==> config.mk <==
export PLATFORM = sky130hd
export DESIGN_NAME = exec_fsm_flat
export DESIGN_NICKNAME = d
export VERILOG_FILES = /design/src/rtl/cpu_pkg.sv /design/src/rtl/exec_fsm_if.sv /design/src/rtl/exec_fsm_br_target.sv /design/src/rtl/exec_fsm.sv /design/src/flat_wrapper.sv
export SDC_FILE = /design/constraint.sdc
export NUM_CORES = 1
export LEC_CHECK = 0
export CAP_MARGIN = 20
export CORE_UTILIZATION = 32
export CTS_CLUSTER_DIAMETER = 30
export DETAILED_ROUTE_END_ITERATION = 16
export SLEW_MARGIN = 20
export SYNTH_ARGS = -nofsm -noshare
export SYNTH_HDL_FRONTEND = slang
export SYNTH_SLANG_ARGS = --single-unit
==> constraint.sdc <==
create_clock -name clk -period 2.3 [get_ports clk]
set_clock_uncertainty 0.1 [all_clocks]
set_input_delay 0.46 -clock clk [delete_from_list [all_inputs] [get_ports clk]]
set_output_delay 0.46 -clock clk [all_outputs]
set_load 0.01 [all_outputs]
==> src/rtl/cpu_pkg.sv <==
// Shared types for the execution sequencer: opcodes, FSM states, instruction field positions.
// The STEP state exists only when EXEC_FSM_STEP_EN is defined.
package cpu_pkg;

    localparam int PC_W    = 10;
    localparam int INSTR_W = 16;
    localparam int OPC_HI  = 15;
    localparam int OPC_LO  = 12;
    localparam int OFF_W   = 8;

    typedef enum logic [3:0] {
        OP_NOP  = 4'h0,
        OP_BR   = 4'h1,
        OP_BZ   = 4'h2,
        OP_HALT = 4'hF
    } opcode_t;

    typedef enum logic [3:0] {
        S_IDLE,
        S_FETCH,
        S_WAIT,
        S_DECODE,
        S_EXEC,
        S_EXWAIT,
        S_UPDATE,
`ifdef EXEC_FSM_STEP_EN
        S_STEP,
`endif
        S_HALT
    } exec_state_t;

    function automatic logic state_is_busy(exec_state_t s);
        return !((s == S_IDLE) || (s == S_HALT));
    endfunction

endpackage

==> src/rtl/exec_fsm_if.sv <==
// PC, instruction-memory and datapath handshake bundle between the sequencer and its neighbours.
// master = sequencer side, slave = environment (PC, imem, datapath) side.
interface exec_fsm_if #(
    parameter int PC_W    = 10,
    parameter int INSTR_W = 16
);
    logic [PC_W-1:0]    pc_curr;
    logic [PC_W-1:0]    pc_inc;
    logic               pc_we;
    logic [PC_W-1:0]    pc_next;
    logic               imem_req;
    logic [PC_W-1:0]    imem_addr;
    logic               imem_valid;
    logic [INSTR_W-1:0] imem_rdata;
    logic               ex_start;
    logic               ex_done;

    modport master (
        input  pc_curr, pc_inc, imem_valid, imem_rdata, ex_done,
        output pc_we, pc_next, imem_req, imem_addr, ex_start
    );

    modport slave (
        output pc_curr, pc_inc, imem_valid, imem_rdata, ex_done,
        input  pc_we, pc_next, imem_req, imem_addr, ex_start
    );
endinterface

==> src/rtl/exec_fsm_br_target.sv <==
// Relative branch target: pc + sign-extended offset, wrapping modulo 2^PC_W.
// Purely combinational so later relative-jump logic can reuse it.
module br_target #(
    parameter int PC_W  = 10,
    parameter int OFF_W = 8
) (
    input  logic [PC_W-1:0]  pc,
    input  logic [OFF_W-1:0] off,
    output logic [PC_W-1:0]  target
);
    logic [PC_W-1:0] off_ext;

    for (genvar gi = 0; gi < PC_W; gi++) begin : g_ext
        if (gi < OFF_W) begin : g_lo
            assign off_ext[gi] = off[gi];
        end else begin : g_hi
            assign off_ext[gi] = off[OFF_W-1];
        end
    end

    assign target = pc + off_ext;
endmodule

==> src/rtl/exec_fsm.sv <==
// Execution sequencer: fetch, decode control ops, dispatch data ops, commit the next PC.
// Optional single-step state enabled by defining EXEC_FSM_STEP_EN (adds the step input).
module exec_fsm #(
    parameter int PC_W    = 10,
    parameter int INSTR_W = 16
) (
    input  logic               clk,
    input  logic               rst,
    input  logic               start,
`ifdef EXEC_FSM_STEP_EN
    input  logic               step,
`endif
    input  logic               z_flag,
    output logic [INSTR_W-1:0] ir,
    output logic               busy,
    output logic               halted,
    exec_fsm_if.master         bus
);
    import cpu_pkg::*;

    exec_state_t        state_reg;
    logic [INSTR_W-1:0] ir_reg;
    logic               pc_we_reg;
    logic [PC_W-1:0]    pc_next_reg;
    logic               imem_req_reg;
    logic [PC_W-1:0]    imem_addr_reg;
    logic               ex_start_reg;
    logic               busy_reg;
    logic               halted_reg;
    logic [PC_W-1:0]    target;
    logic [3:0]         opc;

    assign opc = ir_reg[OPC_HI:OPC_LO];

    br_target #(.PC_W(PC_W), .OFF_W(OFF_W)) u_br_target (
        .pc     (bus.pc_curr),
        .off    (ir_reg[OFF_W-1:0]),
        .target (target)
    );

    // The PC register loads pc_next at the end of UPDATE, so the refetch address is taken
    // from pc_next rather than from the still-stale pc_curr.
    always_ff @(posedge clk or posedge rst) begin
        if (rst) begin
            state_reg     <= S_IDLE;
            ir_reg        <= '0;
            pc_we_reg     <= 1'b0;
            pc_next_reg   <= '0;
            imem_req_reg  <= 1'b0;
            imem_addr_reg <= '0;
            ex_start_reg  <= 1'b0;
            busy_reg      <= 1'b0;
            halted_reg    <= 1'b0;
        end else begin
            pc_we_reg    <= 1'b0;
            imem_req_reg <= 1'b0;
            ex_start_reg <= 1'b0;
            case (state_reg)
                S_IDLE: begin
                    if (start) begin
                        state_reg     <= S_FETCH;
                        imem_req_reg  <= 1'b1;
                        imem_addr_reg <= bus.pc_curr;
                        busy_reg      <= 1'b1;
                    end
                end
                S_FETCH: state_reg <= S_WAIT;
                S_WAIT: begin
                    if (bus.imem_valid) begin
                        ir_reg    <= bus.imem_rdata;
                        state_reg <= S_DECODE;
                    end
                end
                S_DECODE: begin
                    case (opc)
                        OP_NOP: begin
                            state_reg   <= S_UPDATE;
                            pc_we_reg   <= 1'b1;
                            pc_next_reg <= bus.pc_inc;
                        end
                        OP_BR: begin
                            state_reg   <= S_UPDATE;
                            pc_we_reg   <= 1'b1;
                            pc_next_reg <= target;
                        end
                        OP_BZ: begin
                            state_reg   <= S_UPDATE;
                            pc_we_reg   <= 1'b1;
                            pc_next_reg <= z_flag ? target : bus.pc_inc;
                        end
                        OP_HALT: begin
                            state_reg  <= S_HALT;
                            busy_reg   <= 1'b0;
                            halted_reg <= 1'b1;
                        end
                        default: begin
                            state_reg    <= S_EXEC;
                            ex_start_reg <= 1'b1;
                        end
                    endcase
                end
                S_EXEC: state_reg <= S_EXWAIT;
                S_EXWAIT: begin
                    if (bus.ex_done) begin
                        state_reg   <= S_UPDATE;
                        pc_we_reg   <= 1'b1;
                        pc_next_reg <= bus.pc_inc;
                    end
                end
                S_UPDATE: begin
`ifdef EXEC_FSM_STEP_EN
                    state_reg <= S_STEP;
`else
                    state_reg     <= S_FETCH;
                    imem_req_reg  <= 1'b1;
                    imem_addr_reg <= pc_next_reg;
`endif
                end
`ifdef EXEC_FSM_STEP_EN
                S_STEP: begin
                    if (step) begin
                        state_reg     <= S_FETCH;
                        imem_req_reg  <= 1'b1;
                        imem_addr_reg <= pc_next_reg;
                    end
                end
`endif
                S_HALT: state_reg <= S_HALT;
                default: begin
                    state_reg  <= S_IDLE;
                    busy_reg   <= 1'b0;
                    halted_reg <= 1'b0;
                end
            endcase
        end
    end

    assign ir            = ir_reg;
    assign busy          = busy_reg;
    assign halted        = halted_reg;
    assign bus.pc_we     = pc_we_reg;
    assign bus.pc_next   = pc_next_reg;
    assign bus.imem_req  = imem_req_reg;
    assign bus.imem_addr = imem_addr_reg;
    assign bus.ex_start  = ex_start_reg;
endmodule
==> src/flat_wrapper.sv <==
// flat-port wrapper written by rule: the top's interface ports become plain ports
module exec_fsm_flat import cpu_pkg::*;
#(
    parameter int PC_W    = 10,
    parameter int INSTR_W = 16
)
  (clk, rst, start, z_flag, ir, busy, halted, bus_pc_curr, bus_pc_inc, bus_imem_valid, bus_imem_rdata, bus_ex_done, bus_pc_we, bus_pc_next, bus_imem_req, bus_imem_addr, bus_ex_start);
  exec_fsm_if #(.PC_W(PC_W), .INSTR_W(INSTR_W)) bus_i ();
  input  logic clk;
  input  logic rst;
  input  logic start;
  input  logic z_flag;
  output logic [INSTR_W-1:0] ir;
  output logic busy;
  output logic halted;
  input wire logic [$bits(bus_i.pc_curr)-1:0] bus_pc_curr;
  input wire logic [$bits(bus_i.pc_inc)-1:0] bus_pc_inc;
  input wire logic [$bits(bus_i.imem_valid)-1:0] bus_imem_valid;
  input wire logic [$bits(bus_i.imem_rdata)-1:0] bus_imem_rdata;
  input wire logic [$bits(bus_i.ex_done)-1:0] bus_ex_done;
  output wire logic [$bits(bus_i.pc_we)-1:0] bus_pc_we;
  output wire logic [$bits(bus_i.pc_next)-1:0] bus_pc_next;
  output wire logic [$bits(bus_i.imem_req)-1:0] bus_imem_req;
  output wire logic [$bits(bus_i.imem_addr)-1:0] bus_imem_addr;
  output wire logic [$bits(bus_i.ex_start)-1:0] bus_ex_start;
  assign bus_i.pc_curr = bus_pc_curr;
  assign bus_i.pc_inc = bus_pc_inc;
  assign bus_i.imem_valid = bus_imem_valid;
  assign bus_i.imem_rdata = bus_imem_rdata;
  assign bus_i.ex_done = bus_ex_done;
  assign bus_pc_we = bus_i.pc_we;
  assign bus_pc_next = bus_i.pc_next;
  assign bus_imem_req = bus_i.imem_req;
  assign bus_imem_addr = bus_i.imem_addr;
  assign bus_ex_start = bus_i.ex_start;
  exec_fsm #(.PC_W(PC_W), .INSTR_W(INSTR_W)) u_core (.clk(clk), .rst(rst), .start(start), .z_flag(z_flag), .ir(ir), .busy(busy), .halted(halted), .bus(bus_i));
endmodule
### After elaboration in Yosys (flattened, before gate mapping)

Index checks and enable logic that the tools add are counted.

| word-level totals | value |
|---|---|
| register bits after elaboration | 45 |
| bits of input ports | 42 |
| output and inout bits | 41 |

| cells by class | value |
|---|---|
| add/sub/neg operators | 1 |
| equality and inequality tests | 15 |
| mux-type cells | 23 |
| bitwise operators | 2 |
| reduce and logical (&&, ||, !) cells | 14 |

Operators with widths:

| cell | count |
|---|---|
| one-hot mux 10 bit (2 select lines) | 2 |
| one-hot mux 4 bit (8 select lines) | 1 |
| 2-to-1 mux 10 bit | 3 |
| one-hot mux 10 bit (3 select lines) | 1 |
| equality test 4 x 3 -> 1 bit, second input constant | 4 |
| equality test 4 x 2 -> 1 bit, second input constant | 3 |
| 2-to-1 mux 4 bit | 3 |
| adder 10 bit | 1 |
| AND reduction 3 bit | 3 |
| equality test 4 x 1 -> 1 bit, second input constant | 2 |
| logical NOT 4 bit | 2 |
| 2-to-1 mux 1 bit | 8 |
| OR reduction 7 bit | 1 |
| inequality test 2 bit, second input constant | 3 |
| one-hot mux 1 bit (2 select lines) | 3 |
| AND reduction 2 bit | 3 |
| OR reduction 6 bit | 1 |
| equality test 4 bit, second input constant | 1 |
| inequality test 4 x 1 -> 1 bit, second input constant | 1 |
| one-hot mux 2 bit (2 select lines) | 1 |
| nonzero test 2 bit | 2 |
| OR reduction 4 bit | 1 |
| one-hot mux 1 bit (3 select lines) | 1 |
| OR reduction 3 bit | 1 |
| other kinds (2) | 3 |

### Longest topological paths before layout

Gate-level depths: netlist (run 1).

| depth | value |
|---|---|
| depth in word-level cells | 4 |
| gate-level depth with buffers | 8 |
| mapped depth without buffers | 8 |

### Modules after synthesis

A second synthesis (run 1) with hierarchy kept.

| second synthesis, totals | value |
|---|---|
| cells, all modules | 213 |
| area, all modules | 2466.1 um2 |

By module, submodules not included:

| module | times used | cells each | area each (um2) | seq. area each (um2) |
|---|---|---|---|---|
| exec_fsm | 1 | 162 | 2080.7 | 1101.1 |
| br_target | 1 | 51 | 385.4 | 0.0 |

### Worst setup path before layout (run 1)

Ideal clock, no wire load.

| timing path | value |
|---|---|
| path kind | input -> register |
| from | in bus_pc_curr[0] |
| to | reg u_core.pc_next_reg[8], in the netlist u_core.bus.pc_next[8] |
| arrival time | 1805 ps |
| required time | 2071 ps |
| setup slack | 266 ps |
| stages | 8 |
| cells stage by stage | ha_1 inv_1 fa_1 nor2b_1 o31a_1 a2bb2oi_1 mux2i_1 o31ai_1 |

| on the way | value |
|---|---|
| longest elaborated chain between the ends | 4 |

RTL lines:

| element | line | RTL |
|---|---|---|
| from (decl) | flat_wrapper.sv:16 | `input wire logic [$bits(bus_i.pc_curr)-1:0] bus_pc_curr;` |
| adder 10 bit * | exec_fsm_br_target.sv:21 | `assign target = pc + off_ext;` |
| 2-to-1 mux 10 bit | exec_fsm.sv:89 | `pc_next_reg <= z_flag ? target : bus.pc_inc;` |
| one-hot mux 10 bit (3 select lines) * | exec_fsm.sv:75 | `case (opc)` |
| one-hot mux 10 bit (2 select lines) * | exec_fsm.sv:58 | `case (state_reg)` |
| to (signal assigned) | exec_fsm.sv:79 | `pc_next_reg <= bus.pc_inc;` |
| to (signal assigned) | exec_fsm.sv:84 | `pc_next_reg <= target;` |
| to (signal assigned) | exec_fsm.sv:89 |  |
| to (decl) | exec_fsm.sv:24 | `logic [PC_W-1:0] pc_next_reg;` |

Every way passes the cells marked *; elsewhere a longest branch is shown, timed or not.
A chain may end at the register's enable or synchronous reset.

### Worst setup path in the final report (run 1)

| timing path | value |
|---|---|
| from | in bus_pc_curr[2] |
| to | reg u_core.pc_next_reg[6], in the netlist u_core.bus.pc_next[6] |

The elaborated chain is that of the path after synthesis.

==> reports/summary.md, run 1 <==
The flow ran to the end, and the final reports show no timing, DRC or antenna violations. The largest total area in the synthesized netlist belongs to sky130_fd_sc_hd__dfrtp_1. The logs give 2 for the CTS H-tree depth and 44 for the TritonCTS sink count.

The worst register-to-register path ends at u_core.bus.pc_next[6]. The path class of the tightest hold or removal check is in -> async. TritonCTS built the clock tree. The core region is 7330 sq um. The final design instance area without fill came out at 3640 sq um.

Power spread over the standard cell area amounts to 1280 nW/um^2. In the final routed layout, each cell accounts on average for 14.4 um. The count of different cell masters after synthesis was 49. Measured against its own limit, the worst slew margin works out to 69.7%.

After synthesis, the mean cell area works out to 10.6 sq um. Synthesis produced a netlist whose cell count is 230. Along the worst path, the maximum fanout reaches 3. The number of cells on the worst reg-to-reg path is 10. The final number of setup-violating endpoints is 0, and the worst endpoint data arrival time is 2.25 ns. The run gives 0.22 ns as the internal reg-to-reg setup slack. Category of the worst setup path capture point: a register.

For the pin with the worst max-slew slack, the measured transition is 0.453 ns. Setup repair after global routing left no endpoint under its margin. The leakage power summed over all cells was 1.55 nW; the count of hold buffers inserted by post-cts repair was 0. The register area share after synthesis is 45.1%.

The synthesis-to-finish area growth is 49.2%, and the die outline width is 89.3 um. The tools report the first-pass GRT wire length as 9780 um. For the clock latency on the worst-skew pair, the log shows 0.29 ns. The cell with the largest stage delay on the worst path is sky130_fd_sc_hd__clkdlybuf4s50_1. Final hold violation count: 0.

The critical path goes through clkdlybuf4s50_1 -> ha_1 -> nor2b_4 -> o31a_1 -> buf_4 -> o21a_1 -> buf_4 -> o21ai_1 -> nand3_1. Final count of pins violating max slew: 0. The first TritonRoute pass finished after 4 iterations.

The register with the most flip-flops in the layout has 16 of them. The final layout contains routed wiring with a total length of 6250 um. For this run, the number of Yosys warnings is 0. The run gives 2 as the worst-case clock buffer depth. Summing all placed instances gives a cell area of 3540 sq um.

Across every metal layer, demand over resource in global routing totals 16.3%. Counting stages on the worst path, the most repeated cell is sky130_fd_sc_hd__buf_4. Number of CTS-inserted buffers: 5. After routing, the total negative slack on setup checks comes to 0 ns. Critical path class: in -> reg. The required arrival time at the worst endpoint is 2.38 ns, and the placer's final routability congestion estimate is 0.846. The number of enable-type register cells in the synthesized netlist was 0.

The number of nets handed over by synthesis was 282. Origin of the critical flop-to-flop path: u_core.ir[0]. STA classifies the critical path startpoint as a primary input.

The HPWL after detailed placement is 4720 um, and the remaining antenna violation count after routing is 0. The via count of the first global-routing pass came out at 2035. For the core utilization of the finished layout, the log shows 49.7%. 83 I/O pins were placed.

On the worst path, the slowest cell contributes a delay of 0.42 ns. The tools report the cell area after technology mapping as 2440 sq um. The die covers 7980 sq um. For this run, design rule violations remaining after detail routing come to 0.

The share of the cycle needed by the critical path after routing works out to 94.3%. The synthesized design devotes to its leading area cell type 45.1% of total area. The floorplan step set the die height to 89.3 um. For this run, the leading register cell type out of synthesis is sky130_fd_sc_hd__dfrtp_1. The number of antenna violations at the first check in global routing is 0, and the number of I/O port buffers is 82. For the finished layout, the period the worst path requires is 2.17 ns. The CTS root buffer was sky130_fd_sc_hd__clkbuf_8. The number of placement rows came out at 31.

The antenna diode count came out at 0. Of all flip-flops after synthesis, the portion carrying an async set or reset was 100%. The tool flagged a number of max-cap violations equal to 0.

Sorting the synthesized cells by how often they occur yields sky130_fd_sc_hd__dfrtp_1 (44), sky130_fd_sc_hd__a21oi_1 (19), sky130_fd_sc_hd__nor2_1 (18). The number of flip-flops and latches in the synthesized netlist was 44. In this run the post-CTS setup repair buffer count came out at 0. The routed layout has 2119 vias. Clock-pin slew was measured on the worst setup and hold paths at 0.08 ns.

The overall overflow remaining after global route came out at 0. For the initial DRC count, the log shows 36. By instance count, the leading cell after synthesis is sky130_fd_sc_hd__dfrtp_1. Of the cells placed in the final design, the portion with a size suffix greater than 1 is 18.8%. For this run, the top clock speed supported by timing is 461 MHz.

In the routed layout, each cell is associated on average with a via count of 4.87. The initial core utilization came out at 33.3%. The net count of the finished layout came out at 388.

In the post-synthesis netlist, the biggest area contributors are sky130_fd_sc_hd__dfrtp_1 (45%), sky130_fd_sc_hd__mux2_2 (7.4%), sky130_fd_sc_hd__mux2i_1 (5.7%). VDD sags by at most 0.518 mV. Entering global routing, the biggest net connects 26 pins.
[worst max-delay path by stage]
| stage | startpoint | end | slack [ns] |
|---|---|---|---|
| 5_1_grt | bus_pc_curr[1] | u_core.bus.pc_next[6] | 0.01 |
| 6_report | bus_pc_curr[2] | u_core.bus.pc_next[6] | 0.13 |
| 4_1_cts | bus_pc_curr[2] | u_core.bus.pc_next[6] | 0.01 |
| 3_5_place_dp | bus_pc_curr[0] | u_core.bus.pc_next[8] | -0.40 |
| 2_1_floorplan | bus_pc_curr[0] | u_core.bus.pc_next[8] | 0.27 |
| 3_3_place_gp | bus_pc_curr[0] | u_core.bus.pc_next[8] | -0.34 |
[cell usage in the layout, fill, tap and decap left out, types with 4 or more instances in the layout]
cell and instances:
sky130_fd_sc_hd__a21oi_1 19, sky130_fd_sc_hd__a22oi_1 6, sky130_fd_sc_hd__buf_4 23, sky130_fd_sc_hd__clkbuf_8 5
sky130_fd_sc_hd__clkdlybuf4s50_1 81, sky130_fd_sc_hd__dfrtp_1 44, sky130_fd_sc_hd__ha_1 8, sky130_fd_sc_hd__inv_1 6
sky130_fd_sc_hd__mux2_2 16, sky130_fd_sc_hd__mux2i_1 14, sky130_fd_sc_hd__nand2_1 15, sky130_fd_sc_hd__nor2_1 18
sky130_fd_sc_hd__nor2b_1 4, sky130_fd_sc_hd__nor3_1 7, sky130_fd_sc_hd__o21a_1 4, sky130_fd_sc_hd__o21ai_0 13
[power by group]
part	switching, mW	total, mW	internal [mW]
Clock	0.259	0.466	0.207
Combinational	1.20	2.74	1.55
Sequential	0.307	1.46	1.16
[kinds of logic (layout without fill, tap and decap cells)]
kind of cell / after synthesis / count (layout) / share of synthesized area [%]
adder cells (fa/ha/maj): 10 / 10 / 5.44
AO/OA/AOI/OAI: 61 / 61 / 16.6
AND/OR/NAND/NOR: 66 / 66 / 15.2
buffers and inverters: 16 / 122 / 3.38
XOR/XNOR: 3 / 3 / 1.08
multiplexers: 30 / 30 / 13.1
flip-flops: 44 / 44 / 45.1
[repair_timing]
| item | CTS | global route |
|---|---|---|
| pin swaps | 2 | 2 |
| cloned | 0 | 0 |
| endpoints found under the setup margin | 2 | 1 |
| resized for setup | 5 | 1 |
[final cells by class]
type,count,area (sq um)
clock inverters,1,5.00
flip-flops and latches,44,1100
inverters,8,30.0
repair buffers,107,1030
fillers,689,3690
multi-input cells,170,1270
clock buffers,6,72.6
well taps,99,124
[through the flow]
stage / std cells / total power [mW] / worst slack [ns] / hold WS (ns)
floorplan: 230 / 2.93 / 0.266 / 0.412
global placement: 428 / 4.18 / -0.337 / 0.360
detailed placement: 428 / 4.21 / -0.404 / 0.365
CTS: 435 / 4.72 / 0.0145 / 0.383
global route: 435 / 5.04 / 0.0133 / 0.402
finish: 435 / 4.67 / 0.132 / 0.376
[critical path, delay by kind of cell]
| kind | cells | cell delay [ns] |
|---|---|---|
| buffers and inverters | 3 | 0.70 |
| adder cells (fa/ha/maj) | 1 | 0.31 |
| AO/OA/AOI/OAI | 3 | 0.55 |
| AND/OR/NAND/NOR | 2 | 0.22 |
[routing by layer]
metal | wire length, um | global-route usage [%] | up-vias
met5 | 0 | 0 | -
met4 | 116 | 6.49 | 0
met3 | 223 | 2.77 | 8
met2 | 2990 | 26.7 | 50
met1 | 2920 | 21.5 | 1019
li1 | - | - | 1042
(Power assumes the default switching activity.)
==> run 2: changes to the inputs <==
--- a/config.mk
+++ b/config.mk
@@ -9,6 +9,8 @@
 export CORE_UTILIZATION = 32
 export CTS_CLUSTER_DIAMETER = 30
 export DETAILED_ROUTE_END_ITERATION = 16
+export PLACE_DENSITY_LB_ADDON = 0.08
+export SKIP_LAST_GASP = 1
 export SLEW_MARGIN = 20
 export SYNTH_ARGS = -nofsm -noshare
 export SYNTH_HDL_FRONTEND = slang
==> reports/summary.md, run 2 (synthesis gave the netlist of run 1 again) <==
The synthesis-to-finish area growth is 49.8% (was 49.2%). The ratio of cells with drive above 1 in the final layout works out to 19.0% (was 18.8%). The overall overflow remaining after global route came out at 0 (unchanged).

Most common library cell in the layout ignoring fill and taps: sky130_fd_sc_hd__clkdlybuf4s50_1 (unchanged). The die outline width works out to 89.3 um (unchanged). The run finished with clean final reports. The most heavily used metal layer in global routing is met2 (unchanged).

The worst hold slack was 0.342 ns (was 0.376 ns); the routed length per placed instance was 14.4 um (about the same). The run gives 4650 um (was 4720 um) as the HPWL after detailed placement. For the placer's final routability congestion estimate, the log shows 0.730 (was 0.846).

The die height is 89.3 um (unchanged). The cell total after placement is 426 (was 428), and the number of I/O port buffers is 82 (unchanged). The CTS root buffer was sky130_fd_sc_hd__clkbuf_8 (unchanged). The run gives 447 MHz (was 461 MHz) as the highest achievable clock rate.

The remaining max-slew budget at the tightest pin is 77.3% (was 69.7%). The logs give 436 (was 435) for the number of standard cells in the layout, taps in and fillers out and 26.6% (was 26.7%) for the met2 usage. The largest driver fanout on the critical path works out to 2 (was 3).

The pin count of the biggest net entering global routing was 32 (was 26); the post-detailed-routing wire length was 6260 um (was 6250 um). The clock latency on the worst-skew pair came out at 0.30 ns (was 0.29 ns). The final number of setup-violating endpoints is 0 (unchanged), and the worst endpoint data arrival time is 2.32 ns (was 2.25 ns). The average vias per placed instance was 4.85 (was 4.87). Number of iterations in the first detailed-routing pass: 4 (unchanged). Critical path class: in -> reg (unchanged). The maximum ir drop on the vdd rail is 0.524 mV (was 0.518 mV), and the final count of pins violating max slew is 0 (unchanged). Top cell family by delay on the critical path: buffers and inverters (unchanged).

The number of violations of the max-capacitance limit came out at 0 (unchanged). The slew at the pin with the worst max-slew slack was 0.339 ns (was 0.453 ns); the fill cell instance count of the final layout was 706 (was 689). The leakage power summed over all cells is 1.56 nW (was 1.55 nW). The cell with the largest stage delay on the worst path is sky130_fd_sc_hd__clkdlybuf4s50_1 (unchanged). The tools report the floorplan core area as 7330 sq um (unchanged). The via count of the first global-routing pass came out at 2018 (was 2035). Highest-count cells in the layout ignoring fill and taps: sky130_fd_sc_hd__clkdlybuf4s50_1 (81), sky130_fd_sc_hd__dfrtp_1 (44), sky130_fd_sc_hd__buf_4 (23) (unchanged). The total stage count of the critical path is 9 (unchanged), and the initial core utilization is 33.3% (unchanged).

The logs give 9870 um (was 9780 um) for the first-pass GRT wire length and 5 (unchanged) for the number of CTS-inserted buffers. The share of the cycle needed by the critical path after routing is 97.3% (was 94.3%). The tools report the I/O pin count as 83 (unchanged). The clock-pin slew of the registers on the worst-case setup and hold paths is 0.09 ns (was 0.08 ns), and the final worst setup slack is 0.0616 ns (was 0.132 ns).

The shortest clock period the worst path allows after layout came out at 2.24 ns (was 2.17 ns). Cells along the critical path: clkdlybuf4s50_1 -> ha_1 -> nor2b_2 -> o31a_1 -> buf_4 -> o21a_1 -> buf_4 -> o21ai_1 -> nand3_1 (was clkdlybuf4s50_1 -> ha_1 -> nor2b_4 -> o31a_1 -> buf_4 -> o21a_1 -> buf_4 -> o21ai_1 -> nand3_1). The number of cells on the worst reg-to-reg path is 10 (unchanged).

Category of the worst setup path capture point: a register (unchanged). TritonCTS built the clock tree. The path type of the worst min-delay path was in -> async (unchanged). For the met1 demand-to-capacity share in global routing, the log shows 23.0% (was 21.5%). The ratio of total power to cell area was 1300 nW/um^2 (was 1280 nW/um^2); the die area was 7980 sq um (unchanged). The final hold violation count is 0 (unchanged), and the global routing met3 resource utilization is 3.23% (was 2.77%).

The required arrival time at the worst endpoint came out at 2.38 ns (about the same). The sort of element at the start of the critical path is a primary input (unchanged). Most frequent cell on the critical path: sky130_fd_sc_hd__buf_4 (unchanged).

Setup repair after global routing could not meet its margin everywhere. The total DRC errors in the routed layout was 0 (unchanged); the stage delay of the slowest cell on the critical path was 0.50 ns (was 0.42 ns). The CTS H-tree depth is 2 (unchanged), and the worst-case clock buffer depth is 2 (unchanged). The run gives 0 (unchanged) as the number of antenna violations at the first check in global routing. The antenna diode count was 0 (unchanged).

The pre-CTS worst setup slack came out at -0.402 ns (was -0.404 ns). The total via count after detailed routing was 2113 (was 2119); the initial DRC count was 64 (was 36). The remaining antenna violation count after routing is 0 (unchanged), and the number of placement rows is 31 (unchanged). The global router's overall resource usage was 16.6% (was 16.3%); the net count of the finished layout was 388 (unchanged). The flip-flop count of the largest register after layout came out at 16 (unchanged).

The TritonCTS sink count is 44 (unchanged). Number of buffers and inverters on the critical path: 3 (unchanged).
## run 2: cell count changes in the layout (fill, tap and decap cells not counted)
cell	delta
sky130_fd_sc_hd__a22oi_2	+1
sky130_fd_sc_hd__clkbuf_8	+1
sky130_fd_sc_hd__a22oi_1	-1
sky130_fd_sc_hd__dlygate4sd2_1	-1
sky130_fd_sc_hd__nor2b_2	+1
sky130_fd_sc_hd__nor2b_4	-1
sky130_fd_sc_hd__dlymetal6s2s_1	+1
sky130_fd_sc_hd__clkinv_2	-1
sky130_fd_sc_hd__clkbuf_1	+1
## run 2: what timing repair did
action | CTS | global route
buffers inserted | 1 | 1
endpoints found under the setup margin | 2 | 3
hold buffers | 0 | 0
pin swaps | 1 | 6
resized for setup | 4 | 2
cloned | 0 | 0
## run 2: worst paths after layout
check	from	to	slack [ns]
worst max-delay path	bus_pc_curr[2]	u_core.bus.pc_next[6]	0.06
worst min-delay path	rst	u_core.ir[11]	0.34
worst max register to register	u_core.ir[0]	u_core.bus.pc_next[6]	0.23
worst min register to register	u_core.halted	u_core.halted	0.37
max in group asynchronous	rst	u_core.bus.imem_addr[5]	1.29
min in group clk	u_core.halted	u_core.halted	0.37
## run 2: cell type report
| cell class | count | area (sq um) | share of cell area, % |
|---|---|---|---|
| repair buffers | 107 | 1040 | 28.3 |
| flip-flops and latches | 44 | 1100 | 30.1 |
| well taps | 99 | 124 | 3.39 |
| inverters | 8 | 30.0 | 0.821 |
| multi-input cells | 170 | 1270 | 34.9 |
| clock buffers | 8 | 90.1 | 2.46 |
## run 2: report_power, final
group          internal [mW]  switching (mW)
logic                   1.57            1.20
clock network          0.246           0.274
registers               1.16           0.313
total                   2.97            1.78
## run 2: routing by layer
layer,vias to the layer above,share of wire [%],wire length [um]
li1,1044,-,-
met1,1011,48,3030
met2,53,46,2870
met3,5,4.7,296
met4,0,0.94,59
met5,-,0,0
## run 2: worst register-to-register path: stages, from the launching register on
cell	delay [ns]
sky130_fd_sc_hd__dfrtp_1	0.41
sky130_fd_sc_hd__ha_2	0.20
sky130_fd_sc_hd__inv_1	0.06
sky130_fd_sc_hd__fa_2	0.20
sky130_fd_sc_hd__nor2b_2	0.05
sky130_fd_sc_hd__o31a_1	0.28
sky130_fd_sc_hd__buf_4	0.15
sky130_fd_sc_hd__o21a_1	0.19
sky130_fd_sc_hd__buf_4	0.13
sky130_fd_sc_hd__o21ai_1	0.11
sky130_fd_sc_hd__nand3_1	0.08
## run 2: stage by stage
step                setup TNS [ns]  instance area (sq um)  total power [mW]  utilization [%]
floorplan                        0                   2440              2.93                -
global placement             -1.19                   3530              4.19             48.1
detailed placement           -1.41                   3530              4.22             48.1
CTS                              0                   3640              4.79             49.7
global route             -0.000310                   3660              5.13             49.9
finish                           0                   3660              4.75             49.9
